`src/rtl/pctoz_loader.sv`:
```
// PC-to-RAM loader: packs UART bytes MSB-first into 32-bit words and writes
// NUM_WORDS of them to consecutive RAM addresses starting at BASE_ADDR.
module pctoz_loader #(
  parameter logic [31:0] BASE_ADDR = 32'h10003A00,
  parameter int unsigned NUM_WORDS = 8,
  parameter int unsigned TIMEOUT   = 50000
) (
  input  logic        clk,
  input  logic        rst,
  input  logic        rxvalid,
  input  logic [7:0]  rxdata,
  input  logic        gnt_i,
  output logic        req_o,
  output logic        we_o,
  output logic [31:0] w_addr,
  output logic [31:0] w_data,
  output logic        busy,
  output logic        done_o,
  output logic        err_ovr,
  output logic        err_tmo
);

  localparam int unsigned AW    = 32;
  localparam int unsigned DW    = 32;
  localparam int unsigned IDX_W = 8;
  localparam int unsigned TMR_W = (TIMEOUT < 2) ? 1 : $clog2(TIMEOUT + 1);

  typedef enum logic [1:0] {
    S_IDLE,
    S_COLLECT,
    S_WRITE,
    S_DONE
  } state_e;

  state_e             state_q, state_d;
  logic [1:0]         bytecnt_q, bytecnt_d;
  logic [IDX_W-1:0]   idx_q, idx_d;
  logic [TMR_W-1:0]   tmr_q, tmr_d;
  logic [23:0]        word_q, word_d;
  logic [7:0]         hold_q, hold_d;
  logic               hold_vld_q, hold_vld_d;
  logic               req_q, req_d;
  logic [AW-1:0]      addr_q, addr_d;
  logic [DW-1:0]      data_q, data_d;
  logic               busy_q, busy_d;
  logic               done_q, done_d;
  logic               ovr_q, ovr_d;
  logic               tmo_q, tmo_d;

  logic               last_word_c;

  assign last_word_c = (idx_q == IDX_W'(NUM_WORDS - 1));

  // Next-state and next-output logic
  always_comb begin
    state_d    = state_q;
    bytecnt_d  = bytecnt_q;
    idx_d      = idx_q;
    tmr_d      = tmr_q;
    word_d     = word_q;
    hold_d     = hold_q;
    hold_vld_d = hold_vld_q;
    req_d      = req_q;
    addr_d     = addr_q;
    data_d     = data_q;
    busy_d     = busy_q;
    done_d     = 1'b0;
    ovr_d      = 1'b0;
    tmo_d      = 1'b0;

    unique case (state_q)
      S_IDLE, S_DONE: begin
        state_d = S_IDLE;
        idx_d   = '0;
        if (rxvalid) begin
          word_d    = {16'h0, rxdata};
          bytecnt_d = 2'd1;
          tmr_d     = '0;
          busy_d    = 1'b1;
          state_d   = S_COLLECT;
        end
      end

      S_COLLECT: begin
        if (hold_vld_q) begin
          // Byte captured during the previous write opens the new word; a
          // byte arriving on the same cycle follows it as byte 1.
          hold_vld_d = 1'b0;
          tmr_d      = '0;
          if (rxvalid) begin
            word_d    = {8'h0, hold_q, rxdata};
            bytecnt_d = 2'd2;
          end else begin
            word_d    = {16'h0, hold_q};
            bytecnt_d = 2'd1;
          end
        end else if (rxvalid) begin
          tmr_d = '0;
          if (bytecnt_q == 2'd3) begin
            data_d    = {word_q, rxdata};
            addr_d    = AW'(BASE_ADDR + (AW'(idx_q) << 2));
            req_d     = 1'b1;
            bytecnt_d = 2'd0;
            word_d    = '0;
            state_d   = S_WRITE;
          end else begin
            word_d    = {word_q[15:0], rxdata};
            bytecnt_d = bytecnt_q + 2'd1;
          end
        end else if (bytecnt_q != 2'd0) begin
          if (tmr_q == TMR_W'(TIMEOUT - 1)) begin
            tmo_d     = 1'b1;
            bytecnt_d = 2'd0;
            word_d    = '0;
            tmr_d     = '0;
            if (idx_q == '0) begin
              busy_d  = 1'b0;
              state_d = S_IDLE;
            end
          end else begin
            tmr_d = tmr_q + TMR_W'(1);
          end
        end
      end

      S_WRITE: begin
        if (rxvalid) begin
          if (hold_vld_q) begin
            ovr_d = 1'b1;
          end else begin
            hold_d     = rxdata;
            hold_vld_d = 1'b1;
          end
        end
        if (gnt_i) begin
          req_d = 1'b0;
          if (last_word_c) begin
            idx_d      = '0;
            hold_vld_d = 1'b0;
            busy_d     = 1'b0;
            done_d     = 1'b1;
            state_d    = S_DONE;
          end else begin
            idx_d   = idx_q + IDX_W'(1);
            state_d = S_COLLECT;
          end
        end
      end

      default: begin
        state_d = S_IDLE;
      end
    endcase
  end

  // State and output registers
  always_ff @(posedge clk or negedge rst) begin
    if (!rst) begin
      state_q    <= S_IDLE;
      bytecnt_q  <= '0;
      idx_q      <= '0;
      tmr_q      <= '0;
      word_q     <= '0;
      hold_q     <= '0;
      hold_vld_q <= 1'b0;
      req_q      <= 1'b0;
      addr_q     <= '0;
      data_q     <= '0;
      busy_q     <= 1'b0;
      done_q     <= 1'b0;
      ovr_q      <= 1'b0;
      tmo_q      <= 1'b0;
    end else begin
      state_q    <= state_d;
      bytecnt_q  <= bytecnt_d;
      idx_q      <= idx_d;
      tmr_q      <= tmr_d;
      word_q     <= word_d;
      hold_q     <= hold_d;
      hold_vld_q <= hold_vld_d;
      req_q      <= req_d;
      addr_q     <= addr_d;
      data_q     <= data_d;
      busy_q     <= busy_d;
      done_q     <= done_d;
      ovr_q      <= ovr_d;
      tmo_q      <= tmo_d;
    end
  end

  assign req_o   = req_q;
  assign we_o    = req_q;
  assign w_addr  = addr_q;
  assign w_data  = data_q;
  assign busy    = busy_q;
  assign done_o  = done_q;
  assign err_ovr = ovr_q;
  assign err_tmo = tmo_q;

endmodule

```
`config.mk`:
```
export PLATFORM = sky130hd
export DESIGN_NAME = pctoz_loader
export DESIGN_NICKNAME = d
export VERILOG_FILES = /design/src/rtl/pctoz_loader.sv
export SDC_FILE = /design/constraint.sdc
export NUM_CORES = 1
export LEC_CHECK = 0
export ABC_AREA = 1
export ABC_CLOCK_PERIOD_IN_PS = 2300
export CAP_MARGIN = 20
export CELL_PAD_IN_SITES_DETAIL_PLACEMENT = 1
export CELL_PAD_IN_SITES_GLOBAL_PLACEMENT = 1
export CORE_MARGIN = 1.5
export CORE_UTILIZATION = 40
export CTS_CLUSTER_SIZE = 28
export DETAILED_ROUTE_END_ITERATION = 6
export PLACE_DENSITY = 0.78
export SYNTH_ARGS = -nofsm -noshare
export SYNTH_HDL_FRONTEND = slang
export SYNTH_SLANG_ARGS = --single-unit
```
`constraint.sdc`:
```
create_clock -name clk -period 2.3 [get_ports clk]
set_clock_uncertainty 0.05 [all_clocks]
set_input_delay 0.46 -clock clk [delete_from_list [all_inputs] [get_ports clk]]
set_output_delay 0.46 -clock clk [all_outputs]
set_load 0.03 [all_outputs]
```
# Word-level counts from Yosys, hierarchy flattened
# Cells that the tools add are included.
dict set report word_totals {
  regBits 130
  in_bits 12
  out_inout_bits 70
  wordCells 120
}
dict set report classes {
  add_sub_neg 4
  n_eq_ne 22
  mux 64
  n_bitwise 1
  n_reduce_logical 15
}
# operator count
set op_table {}
lappend op_table {{$mux 24} 6}
lappend op_table {{$mux 16} 6}
lappend op_table {{$pmux 24 s2} 1}
lappend op_table {{$pmux 16 s2} 1}
lappend op_table {{$add 29x10->30 const A} 1}
lappend op_table {{$mux 2} 15}
lappend op_table {{$mux 1} 27}
lappend op_table {{$ne 2x2->1 const B} 10}
lappend op_table {{$add 16x1->16 const B} 1}
lappend op_table {{$eq 16x16->1 const B} 1}
lappend op_table {{$mux 8} 2}
lappend op_table {{$pmux 8 s2} 1}
lappend op_table {{$ne 3x3->1 const B} 4}
lappend op_table {{$add 8x1->8 const B} 1}
lappend op_table {{$eq 8x3->1 const B} 1}
lappend op_table {{$logic_not 8->1} 1}
lappend op_table {{$ne 4x4->1 const B} 2}
lappend op_table {{$reduce_and 4->1} 2}
lappend op_table {{$reduce_and 8->1} 1}
lappend op_table {{$reduce_bool 2->1} 4}
lappend op_table {{$eq 2x2->1 const B} 3}
lappend op_table {{$pmux 2 s3} 1}
lappend op_table {{$reduce_and 3->1} 2}
lappend op_table {{$reduce_and 6->1} 1}
lappend op_table {{other kinds (10)} 11}

# Logic depth before layout (Yosys ltp)
# Gate-level depths: netlist of the first run.
dict set report logic_depth {
  ltp_word 7
  ltp_mapped 12
  depth_no_buf 12
}

# Least setup slack after synthesis of the first run
# OpenSTA, ideal clock, no wires.
dict set report synth_path {
  kind {reg-to-reg}
  start {reg state_q[0]}
  end {reg tmr_q[9]}
  setup_time_ns 0.117
  arrival_ns 1.492
  required_ns 2.133
  slack_ns 0.641
  stages_incl_launch_ff 13
  n_path_buf 0
  synth_period_minus_slack_ns 1.659
  cell_sequence {dfrtp_1 inv_1 ha_1 inv_1 nand2_1 nand2_2 nand2_4 nor2_1 nand2_1 nor2_1 nand2_1 nand2_1 nor2_1}
}
dict set report synth_via {
  elab_chain_len 4
  word_cells_on_any_way 9
  cone_classes {eq/ne (4); mux (1); reduce/logical (4)}
}
# item line
set synth_lines {}
lappend synth_lines {{start: declaration} 35} ;# state_e state_q, state_d;
lappend synth_lines {{start signal: assignment} 174} ;# state_q <= state_d;
lappend synth_lines {{$eq 2x2->1 or $logic_not 2->1 (tied branches)} 71} ;# unique case (state_q)
lappend synth_lines {{$reduce_or 2->1} 71}
lappend synth_lines {{$ne 2x2->1 (no source line) or $reduce_bool 2->1 (tied branches)} n/a}
lappend synth_lines {{$reduce_and 3->1 (no source line)} n/a}
lappend synth_lines {{end signal: assignment} 177} ;# tmr_q <= tmr_d;
lappend synth_lines {{end: declaration} 38} ;# logic [TMR_W-1:0] tmr_q, tmr_d;
# Several ways; a longest one is shown, not always the timed one.
# A chain may end at the register's enable or synchronous reset.

# Worst setup path after layout of the first run
dict set report layout_path {
  start {reg state_q[0]}
  end {reg bytecnt_q[0]}
}
dict set report layout_via {
  elab_chain_len 4
  word_cells_on_any_way 10
  cone_classes {eq/ne (5); mux (1); reduce/logical (4)}
}
# item line
set layout_lines {}
lappend layout_lines {{$eq 2x2->1 or $logic_not 2->1 (tied branches)} 71}
lappend layout_lines {{$reduce_or 2->1} 71}
lappend layout_lines {{$ne 2x2->1 (no source line) or $reduce_bool 2->1 (tied branches)} n/a}
lappend layout_lines {{$reduce_and 4->1 (no source line)} n/a}
lappend layout_lines {{end signal: assignment} 175} ;# bytecnt_q <= bytecnt_d;
lappend layout_lines {{end: declaration} 36} ;# logic [1:0] bytecnt_q, bytecnt_d;
# Several ways; a longest one is shown, not always the timed one.

==> metrics.txt, run 1 <==
Yosys top cell area share=52.5%; die height=116 um; IO Count=82; First DRT Iteration DRCs=211; drt drc=0; Bufs and invs on worst path=4; DR WL/cell=15.5 um; Critical Path Sink Type=flop; total power=0.00791 W; VDD IR max=0.000368 V; clock slew at reported path FFs=0.07 ns; cts repair resizes=0; critical setup path kind=reg -> reg; ANT cells=0; worst skew pair latency=0.35 ns; antenna viol nets, final=0; WP data required=2.48 ns; cells along the critical path=inv_1 > ha_1 > inv_1 > nand2_1 > nand2_2 > nand2_4 > inv_4 > nand2_4 > inv_4 > o21ai_0; Sum Neg Setup Slack=0 ns; dpl ws=0.0126 ns; Syn Area/Cell=8.26 um^2; full die area=0.0136 mm^2; CP max FO=25; clk sinks=108; root buffer cell=clkbuf_16; initial antenna violation count=1; CTS Buf Count=9; CORE AREA=0.0126 mm^2; Yosys reg bits=108; first-pass GRT wire length=21.5 mm; nets=706; gr usage total=20.8%; Synth Cell Area=0.00514 mm^2; number of synthesized flops with an enable pin=0; largest net degree at the start of global routing=66; IO buf count=62; area delta synth->final=19.7%; Final Setup Violations=0; hold crit path type=in -> async; cells after synthesis=623; outcome=completed; f_max=489 MHz; pwr/cell area=1280 mW/mm^2; post-synthesis cell type count=33; via/cell ratio=4.97; CTS tree=built; first-pass detailed-route iteration total=4; final RePlAce weighted congestion=0.842; Starting Density=40.9%; vias in the first global route=4269; Final WS setup=0.256 ns; sequential fraction of the synthesis area=52.5%; CP top delay family=buffers and inverters; metal3 WL=412 um; Worst Setup Start Kind=flop; Post-synth top flop=dfrtp_1; Synth area leaders=dfrtp_1, nand2_1, nor2_1; hold_buf cts=0; Slew Limit Fails=0; fin crit period=2.04 ns; RSZ-0062 raised after global routing=no; Post-Place Cell Area=0.00588 mm^2; routed wl met2=6.77 mm; M1 wire length=5.93 mm; total setup buffers inserted after CTS=0; ratio of cells with drive above 1 in the final layout=8.24%; Fill cells=1529; Crit-path slowest cell=ha_1; max cap viols=0; Max Used Layer=met4; # rows=41; Tcrit/Tclk final=88.9%; synth warn=0; leading area contributor after synthesis=dfrtp_1; width of the die=116 um; arrival time worst endpoint=2.22 ns; fin area=0.00616 mm^2; Routed Wire Length=13.4 mm; Final Hold Fails=0; Max Buffers Root-to-Sink=2; dpl hpwl=9.76 mm; static leakage=2.94 nW; htree depth=3; Post-synth ARST share=100%; crit-path max cell delay=0.40 ns; grt total ovfl=0; routed via count=4292
==> cell type report <==
| type | instances | area [um^2] | area share [%] |
|---|---|---|---|
| tap | 172 | 215 | 3.50 |
| multi-input combinational | 433 | 1980 | 32.1 |
| timing repair buffer | 78 | 763 | 12.4 |
| sequential | 108 | 2700 | 43.9 |
| clock buffer | 11 | 243 | 3.94 |
| clock inverter | 5 | 35.0 | 0.569 |
| inverter | 57 | 219 | 3.56 |
==> cells in the mapped netlist (8+ instances only) <==
master / count
o21ai_1: 22
a31oi_1: 8
nand3_1: 28
inv_1: 49
a21oi_1: 13
o22ai_1: 9
nor2_1: 56
dfrtp_1: 108
o21ai_0: 32
buf_4: 24
nand2_1: 205
==> layer usage <==
| metal | track usage, % | vias to the layer above |
|---|---|---|
| met5 | 0 | - |
| li1 | - | 2060 |
| met3 | 2.96 | 19 |
| met4 | 7.48 | 0 |
| met2 | 35.9 | 97 |
| met1 | 26.7 | 2116 |
==> power by group <==
part           leakage, nW  switching (W)  total [W]  internal [W]
clock network        0.136       0.000711    0.00148      0.000767
registers             1.43       0.000421    0.00294       0.00252
logic                 1.38        0.00226    0.00349       0.00124
total                 2.94        0.00339    0.00791       0.00452
==> metrics by stage <==
stage / cells / utilization, % / hold WS, ns
detailed placement: 848 / 46.8 / 0.399
CTS: 864 / 49.0 / 0.0249
floorplan: 641 / - / 0.114
finish: 864 / 49.0 / 0.0101
global route: 864 / 49.0 / 0.0398
global placement: 848 / 46.8 / 0.399
==> registers in the layout, summed over array words and instances, names as in the netlist <==
register,cells
w_data,32
word_q,24
tmr_q,16
w_addr,10
hold_q,8
idx_q,8
bytecnt_q,2
state_q,2
busy,1
done_o,1
err_ovr,1
err_tmo,1
hold_vld_q,1
req_o,1
==> worst paths after layout <==
check | startpoint | end | slack (ns) | cells past startpoint
hold reg to reg | busy$_DFFE_PN0P_ | busy$_DFFE_PN0P_ | 0.43 | 2
setup / recovery | state_q[0]$_DFFE_PN0P_ | bytecnt_q[0]$_DFFE_PN0P_ | 0.26 | 10
max in group asynchronous | rst | hold_vld_q$_DFFE_PN0N_ | 1.58 | 2
hold / removal | rst | w_addr[6]$_DFFE_PN0P_ | 0.01 | 1
setup reg to reg | state_q[0]$_DFFE_PN0P_ | bytecnt_q[0]$_DFFE_PN0P_ | 0.26 | 10
min in group clk | busy$_DFFE_PN0P_ | busy$_DFFE_PN0P_ | 0.43 | 2
==> worst register-to-register path, cell delays in order (launching register included) <==
cell     delay, ns
dfrtp_1       0.38
inv_1         0.07
ha_1          0.40
inv_1         0.16
nand2_1       0.09
nand2_2       0.10
nand2_4       0.09
inv_4         0.10
nand2_4       0.10
inv_4         0.24
o21ai_0       0.14
==> cell families (layout without fill, tap and decap cells) <==
group | after synthesis | after routing | share of synthesized area [%]
simple gates | 317 | 317 | 25.8
flops | 108 | 108 | 52.5
buf+inv | 100 | 151 | 10.3
compound gates | 87 | 87 | 9.05
fa+ha+maj | 7 | 7 | 1.70
xor+xnor | 3 | 3 | 0.511
other cells | 1 | 19 | 0.0729
==> layout by cell type, fill, tap and decap left out, types with 2 or more instances in the layout <==
master             n
nand2_1          205
dfrtp_1          108
clkdlybuf4s50_1   61
nor2_1            56
inv_1             49
o21ai_0           32
nand3_1           28
o21ai_1           22
conb_1            19
buf_4             15
a21oi_1           13
o22ai_1            9
clkbuf_16          9
a31oi_1            8
ha_1               7
inv_2              6
nor3_1             5
nand4_1            5
nand2_2            4
nor2_4             3
nor2_2             2
nand3_2            2
nand2_4            2
inv_4              2
or2_2              2
nor3_2             2
xor2_1             2
clkinv_2           2
buf_12             2
Power figures use the tool's default switching activity.
==> run 2: changes to the inputs <==
- SETUP_SLACK_MARGIN: default -> 0.4
==> run 2 against run 1 <==
Hold slack gained 0.0019 ns. Flip-flop and latch count is the same. Via count grew 0.37%. Count of clock-buffer cells in the layout is the same. Largest power group unchanged.
==> metrics.txt, run 2 (same netlist as run 1, synthesis figures left out) <==
final RePlAce weighted congestion=0.842; area delta synth->final=21.8%; CTS Buf Count=9; vias in the first global route=4268; critical setup path kind=reg -> out; fin area=0.00627 mm^2; first-pass detailed-route iteration total=4; RSZ-0062 raised after global routing=no; via/cell ratio=4.97; clk sinks=108; crit-path max cell delay=0.67 ns; root buffer cell=clkbuf_16; max cap viols=0; Final Hold Fails=0; worst skew pair latency=0.35 ns; Post-Place Cell Area=0.00588 mm^2; fin crit period=1.84 ns; static leakage=3.32 nW; width of the die=116 um; cells along the critical path=clkdlybuf4s50_1; CORE AREA=0.0126 mm^2; Worst Setup Start Kind=flop; grt total ovfl=0; dpl hpwl=9.76 mm; largest net degree at the start of global routing=66; Bufs and invs on worst path=1; Final Setup Violations=0; htree depth=3; DR WL/cell=15.6 um; Routed Wire Length=13.6 mm; first-pass GRT wire length=21.6 mm; clock slew at reported path FFs=0.07 ns; commonest non-fill, non-tap cell in the layout=nand2_1; outcome=completed; Tcrit/Tclk final=80.1%; f_max=543 MHz; CP max FO=1; CTS tree=built; WP data required=1.79 ns; Crit-path slowest cell=clkdlybuf4s50_1; max reg flops=32; Slew Limit Fails=0; Starting Density=40.9%; ratio of cells with drive above 1 in the final layout=9.93%; drt drc=0; Critical Path Sink Type=primary output; VDD IR max=0.000365 V; nets=709; routed via count=4308; commonest cells after routing, fill and taps aside=nand2_1, dfrtp_1, nor2_1; die height=116 um; full die area=0.0136 mm^2; ANT cells=0; hold crit path type=in -> async; IO buf count=62; Sum Neg Setup Slack=0 ns; gr usage total=20.9%; CP top delay family=buffers and inverters; # rows=41; hold_ws=0.0120 ns; arrival time worst endpoint=1.33 ns; initial antenna violation count=1; IO Count=82; antenna viol nets, final=0; pwr/cell area=1260 mW/mm^2; Max Buffers Root-to-Sink=2; First DRT Iteration DRCs=205
==> run 2: where the power goes <==
part / internal (W) / switching [W]
sequential: 0.00252 / 0.000408
clock: 0.000767 / 0.000707
combinational: 0.00116 / 0.00233
total: 0.00444 / 0.00345
==> run 2: worst paths after layout <==
| kind | to | from | cells after the start | slack (ns) |
|---|---|---|---|---|
| min reg2reg | w_data[16]$_DFFE_PN0P_ | w_data[16]$_DFFE_PN0P_ | 2 | 0.42 |
| max | done_o | done_o$_DFF_PN0_ | 1 | 0.46 |
| min | w_addr[6]$_DFFE_PN0P_ | rst | 1 | 0.01 |
| min in group clk | w_data[16]$_DFFE_PN0P_ | w_data[16]$_DFFE_PN0P_ | 2 | 0.42 |
| max reg2reg | word_q[4]$_DFFE_PN0P_ | state_q[1]$_DFFE_PN0P_ | 11 | 0.49 |
| max in group asynchronous | hold_vld_q$_DFFE_PN0N_ | rst | 2 | 1.57 |
==> run 2: metal layers <==
layer | global-route usage [%] | share of wire, % | vias to the layer above
met5 | 0 | 0 | -
met4 | 7.48 | 2.1 | 0
met3 | 2.96 | 3.1 | 21
met2 | 36.2 | 50 | 80
met1 | 26.7 | 44 | 2138
li1 | - | - | 2069
==> run 2: timing repair <==
action	in CTS	in global routing
buffers inserted	0	3
gates cloned	0	0
hold buffers	0	0
resized for setup	35	35
pin swaps	0	3
endpoints found under the setup margin	69	85
==> run 2: metrics by stage <==
| stage | util, % | total power, W | cells | setup slack [ns] |
|---|---|---|---|---|
| final | 49.9 | 0.00789 | 867 | 0.458 |
| after global routing | 49.9 | 0.00840 | 867 | 0.373 |
| after CTS | 48.9 | 0.00786 | 864 | 0.400 |
| after detailed placement | 46.8 | 0.00646 | 848 | 0.0126 |
| after global placement | 46.8 | 0.00629 | 848 | 0.140 |
| after floorplan | - | 0.00516 | 641 | 0.641 |
==> run 2: final cells by class <==
type	count	area [um^2]
Fill cell	1516	6300
Sequential cell	108	2700
Multi-Input combinational cell	433	2030
Timing Repair Buffer	81	815
Clock buffer	11	243
Inverter	57	229
Tap cell	172	215
Clock inverter	5	35.0
==> run 3: changes to the inputs <==
- ABC_CLOCK_PERIOD_IN_PS: 2300 -> 1600
- CORE_UTILIZATION: 40 -> 36
- PLACE_DENSITY: 0.78 -> 0.74
- clock period: 2.3 -> 1.6 ns (I/O delays scaled with it)
==> run 3 against run 2 <==
The run now ends with setup timing left. Via count is 23% higher. Sequential power grew 53%. Final cell count increased by 14%. Flip-flop and latch count unchanged. Die area increased by 11%. Hold slack improved by 0.38 ns. Combinational power increased by 150%. Utilization is 7.5 points higher.
==> metrics.txt, run 3 (same netlist as run 1, synthesis figures left out) <==
htree depth=3; VDD IR max=0.000657 V; Final Hold Fails=0; outcome=finished with violations; Critical Path Sink Type=flop; fin crit period=1.86 ns; fin area=0.00800 mm^2; IO Count=82; failing checks=setup timing; area of the multi-input gates=0.00258 mm^2; via/cell ratio=5.37; Fill cells=1565; Worst Setup Start Kind=flop; total power=0.0155 W; die height=123 um; first-pass GRT wire length=27.5 mm; gr usage total=23.8%; R2R depth=10; Final Setup Violations=93; DR WL/cell=21.9 um; area delta synth->final=55.5%; register area=0.00271 mm^2; cells along the critical path=inv_1 > ha_1 > nand3_2 > nand2_4 > inv_6 > nand2_8 > inv_4 > buf_12 > nand2_1 > nand2_1; Sw Share=44.1%; routed via count=5318; Max Buffers Root-to-Sink=2; drt drc=0; Crit-path slowest cell=dfrtp_1; width of the die=123 um; crit-path max cell delay=0.43 ns; IO buf count=62; CTS Buf Count=9; First DRT Iteration DRCs=311; nets=824; commonest non-fill, non-tap cell in the layout=nand2_1; antenna viol nets, final=0; vias in the first global route=5308; CTS tree=built; commonest cells after routing, fill and taps aside=nand2_1, dfrtp_1, buf_4; hold crit path type=in -> async; first-pass detailed-route iteration total=5; P_sw=0.00682 W; clk sinks=108; Final WS setup=-0.258 ns; dpl ws=-0.403 ns; critical setup path kind=reg -> reg; Starting Density=36.9%; grt total ovfl=0; Tcrit/Tclk final=116%; initial antenna violation count=0; ratio of cells with drive above 1 in the final layout=42.6%; # rows=43; final core occ=57.4%; full die area=0.0150 mm^2; largest net degree at the start of global routing=30; CP max FO=12; max cap viols=0; max reg flops=32; WP data required=1.78 ns; RR Startpoint=bytecnt_q[0]$_DFFE_PN0P_; Clock Power Share=15.6%; Seq pwr share=28.8%; Slew Limit Fails=0; static leakage=3.85 nW; worst skew pair latency=0.37 ns; f_max=538 MHz; final RePlAce weighted congestion=0.866; arrival time worst endpoint=2.04 ns; ANT cells=0; Reg-to-Reg End=word_q[3]$_DFFE_PN0P_; root buffer cell=clkbuf_16; hold_ws=0.394 ns; Routed Wire Length=21.7 mm; Post-Place Cell Area=0.00631 mm^2; r2r setup slk=-0.26 ns; CP dominant cell by count=nand2_1; clock slew at reported path FFs=0.09 ns; RSZ-0062 raised after global routing=yes; internal power=0.00865 W; CORE AREA=0.0139 mm^2; dpl hpwl=10.3 mm; Comb pwr share=55.6%; pwr/cell area=1930 mW/mm^2
[run 3: cell types whose count changed in the layout (fill, tap and decap cells not counted), sizes merged, moves of 2 or more]
| cell | before | now |
|---|---|---|
| buf | 20 | 183 |
| dlygate4sd2 | 28 | 1 |
| dlymetal6s2s | 21 | 0 |
| clkdlybuf4s50 | 12 | 9 |
| inv | 58 | 60 |
[run 3: what timing repair did]
| action | CTS | global route |
|---|---|---|
| hold endpoints to repair | 26 | 0 |
| hold buffers | 1 | 0 |
| buffers inserted | 43 | 34 |
| setup endpoints to repair | 159 | 158 |
| gates resized for setup | 442 | 105 |
| cloned | 2 | 1 |
| pin swaps | 29 | 46 |
[run 3: worst max-delay path by stage]
stage,start,endpoint,slack (ns),cells after the start
final,bytecnt_q[0]$_DFFE_PN0P_,word_q[3]$_DFFE_PN0P_,-0.26,10
after global routing,bytecnt_q[0]$_DFFE_PN0P_,word_q[3]$_DFFE_PN0P_,-0.33,10
after CTS,state_q[1]$_DFFE_PN0P_,tmr_q[12]$_DFFE_PN0P_,-0.12,9
after detailed placement,rxvalid,tmr_q[8]$_DFFE_PN0P_,-0.40,8
after global placement,rxvalid,tmr_q[8]$_DFFE_PN0P_,-0.32,8
after floorplan,state_q[0]$_DFFE_PN0P_,word_q[4]$_DFFE_PN0P_,0.004,12
[run 3: through the flow]
stage / setup TNS (ns) / instances
floorplan: 0 / 641
global placement: -17.86 / 893
detailed placement: -24.45 / 893
CTS: -4.75 / 955
global route: -16.40 / 990
finish: -9.99 / 990
[run 3: layout make-up]
| cell class | count | area share, % |
|---|---|---|
| clock buffers | 10 | 2.86 |
| clock inverters | 6 | 1.02 |
| inverters | 57 | 2.96 |
| multi-input cells | 434 | 32.3 |
| flip-flops and latches | 108 | 33.8 |
| well taps | 180 | 2.82 |
| repair buffers | 195 | 24.2 |
[run 3: metal layers]
layer,up-vias,track usage [%],share of wire [%]
li1,2302,-,-
met1,2706,28.6,36
met2,221,42.7,54
met3,89,3.11,4.5
met4,0,10.1,5.4
met5,-,0,0
[run 3: power by group through the flow]
stage	clock network, W	registers [W]	logic, W
after floorplan	0	0.00513	0.00249
after global placement	0	0.00420	0.00558
after detailed placement	0	0.00426	0.00575
after CTS	0.00240	0.00432	0.00709
after global routing	0.00253	0.00452	0.00903
final	0.00242	0.00446	0.00859
[run 3: worst max-delay path: cells and delay by family (launching register included)]
kind | cells | cell delay (ns)
AND/OR/NAND/NOR | 5 | 0.61
flip-flops | 1 | 0.43
buffers and inverters | 4 | 0.38
adder cells (fa/ha/maj) | 1 | 0.25
